`src/rtl/updown_hex_counter.sv`:
```
// rtl/updown_hex_counter.sv - synchronised, debounced up/down buttons driving a wrap-around hex counter
module updown_hex_counter #(
  parameter int DEBOUNCE_CYCLES = 16,
  parameter int REPEAT_CYCLES   = 0,
  parameter int WIDTH           = 4
) (
  input  logic             clk,
  input  logic             rst_n,
  input  logic             enable,
  input  logic             up,
  input  logic             down,
  output logic [WIDTH-1:0] count,
  output logic             changed,
  output logic             up_db,
  output logic             down_db
);

  localparam int DW = (DEBOUNCE_CYCLES > 2) ? $clog2(DEBOUNCE_CYCLES) : 1;
  localparam logic [DW-1:0] DB_LAST = DW'(DEBOUNCE_CYCLES - 1);

  logic [1:0] raw;
  logic [1:0] sync1;
  logic [1:0] sync2;
  logic [1:0] db;
  logic [1:0] press;
  logic [1:0] rpt;
  logic       ev_up;
  logic       ev_dn;

  // bit 0 is the up button, bit 1 the down button
  assign raw = {down, up};

  always_ff @(posedge clk) begin
    if (!rst_n) begin
      sync1 <= '0;
      sync2 <= '0;
    end else begin
      sync1 <= raw;
      sync2 <= sync1;
    end
  end

  for (genvar b = 0; b < 2; b++) begin : g_btn
    logic [DW-1:0] dcnt;
    logic          db_r;
    logic          flip;

    assign flip     = (sync2[b] != db_r) && (dcnt == DB_LAST);
    assign press[b] = flip && sync2[b];
    assign db[b]    = db_r;

    always_ff @(posedge clk) begin
      if (!rst_n) begin
        dcnt <= '0;
        db_r <= 1'b0;
      end else if (sync2[b] == db_r) begin
        dcnt <= '0;
      end else if (flip) begin
        db_r <= sync2[b];
        dcnt <= '0;
      end else begin
        dcnt <= dcnt + DW'(1);
      end
    end

    if (REPEAT_CYCLES > 0) begin : g_rep
      localparam int RW = (REPEAT_CYCLES > 2) ? $clog2(REPEAT_CYCLES) : 1;
      localparam logic [RW-1:0] RP_LAST = RW'(REPEAT_CYCLES - 1);
      logic [RW-1:0] rtim;

      assign rpt[b] = db_r && (rtim == RP_LAST);

      // a press always lands while db_r is still 0, so this also clears on press
      always_ff @(posedge clk) begin
        if (!rst_n || !db_r || rpt[b]) begin
          rtim <= '0;
        end else begin
          rtim <= rtim + RW'(1);
        end
      end
    end else begin : g_norep
      assign rpt[b] = 1'b0;
    end
  end

  assign ev_up = press[0] | rpt[0];
  assign ev_dn = press[1] | rpt[1];

  always_ff @(posedge clk) begin
    if (!rst_n) begin
      count   <= '0;
      changed <= 1'b0;
    end else begin
      changed <= 1'b0;
      if (enable && (ev_up ^ ev_dn)) begin
        count   <= ev_up ? count + WIDTH'(1) : count - WIDTH'(1);
        changed <= 1'b1;
      end
    end
  end

  assign up_db   = db[0];
  assign down_db = db[1];

endmodule
```
`config.mk`:
```
export PLATFORM = sky130hd
export DESIGN_NAME = updown_hex_counter
export DESIGN_NICKNAME = d
export VERILOG_FILES = /design/src/rtl/updown_hex_counter.sv
export SDC_FILE = /design/constraint.sdc
export NUM_CORES = 1
export LEC_CHECK = 0
export CELL_PAD_IN_SITES_DETAIL_PLACEMENT = 1
export CELL_PAD_IN_SITES_GLOBAL_PLACEMENT = 2
export CORE_ASPECT_RATIO = 1.2
export CORE_MARGIN = 2
export CORE_UTILIZATION = 40
export CTS_CLUSTER_DIAMETER = 40
export CTS_CLUSTER_SIZE = 14
export DETAILED_ROUTE_END_ITERATION = 10
export DONT_BUFFER_PORTS = 1
export PLACE_DENSITY_LB_ADDON = 0.1
export SLEW_MARGIN = 40
export SYNTH_ARGS = -nofsm -noshare
export SYNTH_HDL_FRONTEND = slang
export SYNTH_SLANG_ARGS = --single-unit
```
`constraint.sdc`:
```
create_clock -name clk -period 3.13 [get_ports clk]
set_input_delay 0.626 -clock clk [delete_from_list [all_inputs] [get_ports clk]]
set_output_delay 0.626 -clock clk [all_outputs]
set_load 0.01 [all_outputs]
```
## After elaboration in Yosys (flattened, before gate mapping)

Index checks and enable logic that the tools add are counted.

- Bits in registers: 19
- Bits of input ports: 5
- Logic and storage cells: 33
- Output and inout port bits: 7

- Add/sub/neg operators: 4
- Bitwise gates (word level): 4
- Eq/ne operators: 6
- Reduce and logical (&&, ||, !) cells: 9
- Mux-type cells: 2

Operators by type and width:

| operator | number |
|---|---|
| 4-bit by 1-bit adder with 4-bit output (second input constant) | 3 |
| 4-bit equality test (second input constant) | 2 |
| 3-bit OR reduction | 2 |
| 1-bit logical AND | 5 |
| 4-bit two-way mux | 1 |
| 2-bit AND reduction | 2 |
| 4-bit by 1-bit subtractor with 4-bit output (second input constant) | 1 |
| 1-bit inverter | 3 |
| 1-bit equality test | 2 |
| 1-bit != test | 2 |
| 1-bit two-way mux | 1 |
| 1-bit XOR | 1 |

## Depth between registers and ports, before layout

- Depth in word-level cells: 6
- Gate-level depth with buffers: 9
- Depth with buffers taken out: 9

## Least setup slack after synthesis

Ideal clock, no wire load.

- Path kind: reg2reg
- Start point: register g_btn[0].dcnt[0]
- End point: register count[2]
- Clock period less this slack: 2.074 ns
- Setup time: 0.088 ns
- Cell stages (with the launch flop): 10
- Buffers on the path: 0
- Data required time: 3.042 ns
- Setup slack: 1.056 ns
- Data arrival time: 1.986 ns
- Path through: dfxtp_1 ha_1 and3_1 nand2_1 xor2_1 ha_1 or3b_1 o22ai_1 xor2_1 o32ai_2

- Cells in the longest elaborated chain, start to end: 5
- Elaborated cells on any way between the ends: 6
- Classes of those cells: 1 x eq/ne; 1 x mux; 1 x bitwise; 3 x reduce/logical

Ends and longest elaborated chain:

| element | RTL line | source |
|---|---|---|
| start: declaration | 44 | `logic [DW-1:0] dcnt;` |
| start signal: assignment | 62 | `dcnt <= dcnt + DW'(1);` |
| 4-bit equality test (*) | 48 | `assign flip = (sync2[b] != db_r) && (dcnt == DB_LAST);` |
| 1-bit logical AND (*) | 48 |  |
| 1-bit logical AND (*) | 49 | `assign press[b] = flip && sync2[b];` |
| 1-bit XOR | 95 | `if (enable && (ev_up ^ ev_dn)) begin` |
| 1-bit logical AND | 95 |  |
| end signal: assignment | 96 | `count <= ev_up ? count + WIDTH'(1) : count - WIDTH'(1);` |
| end: declaration | 12 | `output logic [WIDTH-1:0] count,` |

Mark *: on every way between the ends. The rest lies on a longest branch, timed or not.
A chain may end at the register's enable or synchronous reset.

## Final worst setup path

Same ends and word-level chain as after synthesis.

==> parameters.txt <==
Parameter                              Value

Setup path
  Startpoint of the lowest-slack register-to-register path    g_btn[0].dcnt[0]
  Cell breakdown of the critical path    ha_1 -> and3_1 -> nand2_1 -> xor2_1 -> ha_1 -> or3b_1 -> o22ai_1 -> xor2_1 -> o32ai_2
  Minimum setup slack among reg-to-reg paths    approximately 0.81 ns
  Critical path data arrival time    roughly 2.5 ns
  Largest stage delay on the critical path    around 0.37 ns
  Start point of the critical path    g_btn[0].dcnt[0]
  Critical Path Start Type    flip-flop
  Slowest cell on crit path    sky130_fd_sc_hd__dfxtp_1
  Worst Path Class, Setup    flip-flop to flip-flop
  Crit end category    flip-flop
  Cell type group with the largest total delay on the critical path    simple AND/OR/NAND/NOR gates
  Req. time, crit path    between 3 and 4 ns
  Critical path buffers and inverters    0
  Biggest fanout along the worst timing path    4

Clock tree
  Post-cts gate resize count    0
  Clock tree from TritonCTS    done
  Number of clock buffers inserted by TritonCTS    3
  CTS Buffer Depth    2
  Root Driver    sky130_fd_sc_hd__clkbuf_4
  Deepest level of the CTS H-tree    1
  Number of buffers added to fix hold violations after cts    0
  TritonCTS Sinks    19
  Post-CTS setup buffer count    0
  Worst skew pair latency    around 0.30 ns
  Clock-pin slew on the worst setup and hold paths    roughly 0.11 ns

Synth
  Synth top area cells    sky130_fd_sc_hd__dfxtp_1 (45%), sky130_fd_sc_hd__xor2_1 (8.3%), sky130_fd_sc_hd__ha_1 (5.9%)
  Top cells by instance count after synthesis    sky130_fd_sc_hd__dfxtp_1 (19), sky130_fd_sc_hd__nand2_1 (9), sky130_fd_sc_hd__nor2_1 (8), sky130_fd_sc_hd__xor2_1 (8), sky130_fd_sc_hd__nand3_1 (5)
  Gate count of the mapped netlist    85
  Yosys warns    0
  Number of synthesized flops with an enable pin    0
  Sequential area share after synthesis    between 40 and 50%
  Number of library cell types mapped by synthesis    25
  Cell area after synthesis    843.3 um2
  Leading area contributor after synthesis    sky130_fd_sc_hd__dfxtp_1
  Post-synth net total    between 90 and 100
  Cell with the most instances after synthesis    sky130_fd_sc_hd__dfxtp_1
  Synthesis-stage register bit count    19
  Synth Area per Inst    between 9 and 10 um2
  Area share of the largest cell type after synthesis    between 40% and 50%
  Primary flip-flop cell chosen by synthesis mapping    sky130_fd_sc_hd__dfxtp_1
  Post-synth ARST share    0%

STA
  Setup repair after global routing missed its margin    false
  Final critical path time including I/O delays and setup    approximately 2.3 ns
  Top achievable clock speed    431.8 MHz
  Slew at the pin with the worst max-slew slack    0.3447 ns
  Tcrit/Tclk final    between 70% and 80%
  Setup TNS    0 ns
  Rel. slew slack    77.02%
  Count of endpoints failing hold in the final timing report    0
  Final setup violation count    0
  Clock skew after layout    between 0.01 and 0.015 ns
  Final max-slew violation count    0

Run
  Number of max-cap violations    0

GRT
  Antenna violations before repair    0
  Pin count of the biggest net entering global routing    19
  First-pass GRT wire length    about 2.4 mm
  Via count of the first global-routing pass    581
  All-layer global routing usage    between 10% and 20%
  GRT Residual Overflow    0

Worst hold path
  Hold_sp    rst_n
  Worst min-delay path category    input pin to flip-flop

Drt
  Length of the first detailed-routing pass in iterations    3
  WL/cell    13.68 um
  Routed via count    roughly 580
  Number of DRC violations after detailed-routing iteration 0    2
  # DRC    0
  Average via count per standard cell    ~5.4
  Remaining antenna violation count after routing    0
  Total length of routed wires    1.464 mm

Final layout
  Total Nets Final    97
  Area of all placed cells without fillers    between 800 and 900 um2
  Layout cell share with drive strength beyond 1    between 10 and 15%
  Filler cell count    roughly 240
  Layout overhead on the synthesized area    5.341%
  Diodes inserted    0

Power and ir drop
  Worst VDD drop    between 0.15 and 0.2 mV
  Sw Share    a little over a fifth
  Pwr/cell area    roughly 430 nW/um2
  P_int    a little under 300 uW
  Leakage power of the design    0.3713 nW
  Clock network fraction of design power    roughly 32%
  Combinational cell fraction of total power    2.3%
  Seq pwr share    65.3%
  Switching power    a little over 80 uW

Placed design
  Sum of net half-perimeters after detailed placement    1.128 mm
  Count of input and output buffers    0
  Placer Congestion    between 0.6 and 0.7
  Standard cell area after detailed placement    860.8 um2

Run status
  Result of the run    finished clean

Floorplanning
  Io pins    12
  Site row count    18
  Die height    around 54 um
  Placeable core region    around 2000 um2
  Starting Density    41.60%
  Die W    about 46 um
  Die area    about 2500 um2
metrics by stage:
step / setup slack [ns] / std cells / utilization [%] / power (mW) / hold WS [ns]
floorplan: 1.056 / 85 / - / 0.2619 / 0.4119
global placement: 0.9612 / 103 / 42.47 / 0.2609 / 0.4185
detailed placement: 0.8315 / 103 / 42.47 / 0.2612 / 0.4272
CTS: 0.8194 / 107 / 43.83 / 0.3875 / 0.4247
global route: 0.6598 / 107 / 43.83 / 0.3966 / 0.4218
finish: 0.8138 / 107 / 43.83 / 0.3777 / 0.4393
routing by layer:
metal / vias up / GRT usage (%) / share of wire (%)
li1: 292 / - / -
met1: 272 / 17.10 / 47
met2: 9 / 21.06 / 48
met3: 4 / 4.290 / 3.0
met4: 0 / 10.00 / 2.2
met5: - / 0 / 0
layout by cell type (no fill, tap or decap), types with 2 or more instances in the layout:
| cell | n |
|---|---|
| sky130_fd_sc_hd__clkbuf_4 | 3 |
| sky130_fd_sc_hd__nor2_1 | 8 |
| sky130_fd_sc_hd__and2_1 | 4 |
| sky130_fd_sc_hd__nand2b_1 | 2 |
| sky130_fd_sc_hd__xor2_1 | 8 |
| sky130_fd_sc_hd__dfxtp_1 | 19 |
| sky130_fd_sc_hd__nand3_1 | 5 |
| sky130_fd_sc_hd__ha_1 | 4 |
| sky130_fd_sc_hd__mux2i_1 | 4 |
| sky130_fd_sc_hd__inv_1 | 3 |
| sky130_fd_sc_hd__nand2_1 | 9 |
| sky130_fd_sc_hd__and3_1 | 3 |
| sky130_fd_sc_hd__nor2b_1 | 2 |
area by class of cell:
class,count,area (um2),area share [%]
Multi-Input combinational cell,61,444.2,50.00
Clock inverter,1,5.005,0.5634
Inverter,3,11.26,1.268
Clock buffer,3,22.52,2.535
Sequential cell,19,380.4,42.82
Tap cell,20,25.02,2.817
cell families (layout without fill, tap and decap cells):
| group | count (synthesis) | in the layout | share of synthesized area (%) |
|---|---|---|---|
| flops | 19 | 19 | 45.10 |
| simple gates | 36 | 36 | 21.96 |
| compound gates | 9 | 9 | 11.72 |
| fa+ha+maj | 4 | 4 | 5.935 |
| buf+inv | 5 | 7 | 2.226 |
| xor+xnor | 8 | 8 | 8.309 |
| mux | 4 | 4 | 4.748 |
worst register-to-register path, stage by stage (launching register included):
cell                      delay [ns]
sky130_fd_sc_hd__dfxtp_1        0.37
sky130_fd_sc_hd__ha_1           0.22
sky130_fd_sc_hd__and3_1         0.32
sky130_fd_sc_hd__nand2_1        0.14
sky130_fd_sc_hd__xor2_1         0.16
sky130_fd_sc_hd__ha_1           0.20
sky130_fd_sc_hd__or3b_1         0.35
sky130_fd_sc_hd__o22ai_1        0.15
sky130_fd_sc_hd__xor2_1         0.10
sky130_fd_sc_hd__o32ai_2        0.24
worst paths after layout:
check	cells past startpoint	endpoint
hold / removal	1	sync1[1]
setup reg to reg	9	count[2]
hold reg to reg	1	sync2[0]
setup / recovery	9	count[2]
flip-flops by register name, indices dropped and copies added (netlist names):
register and count:
g_btn.dcnt 8, count 4, sync1 2, sync2 2
changed 1, down_db 1, up_db 1
power by group through the flow:
stage / registers, mW / clock network (mW) / logic [mW]
after CTS: 0.247 / 0.132 / 0.00897
after global placement: 0.252 / 0 / 0.00868
after detailed placement: 0.252 / 0 / 0.00888
after global routing: 0.247 / 0.139 / 0.0101
after floorplan: 0.252 / 0 / 0.0102
final: 0.247 / 0.122 / 0.00880
No activity file was read; power rests on OpenSTA's default activity.
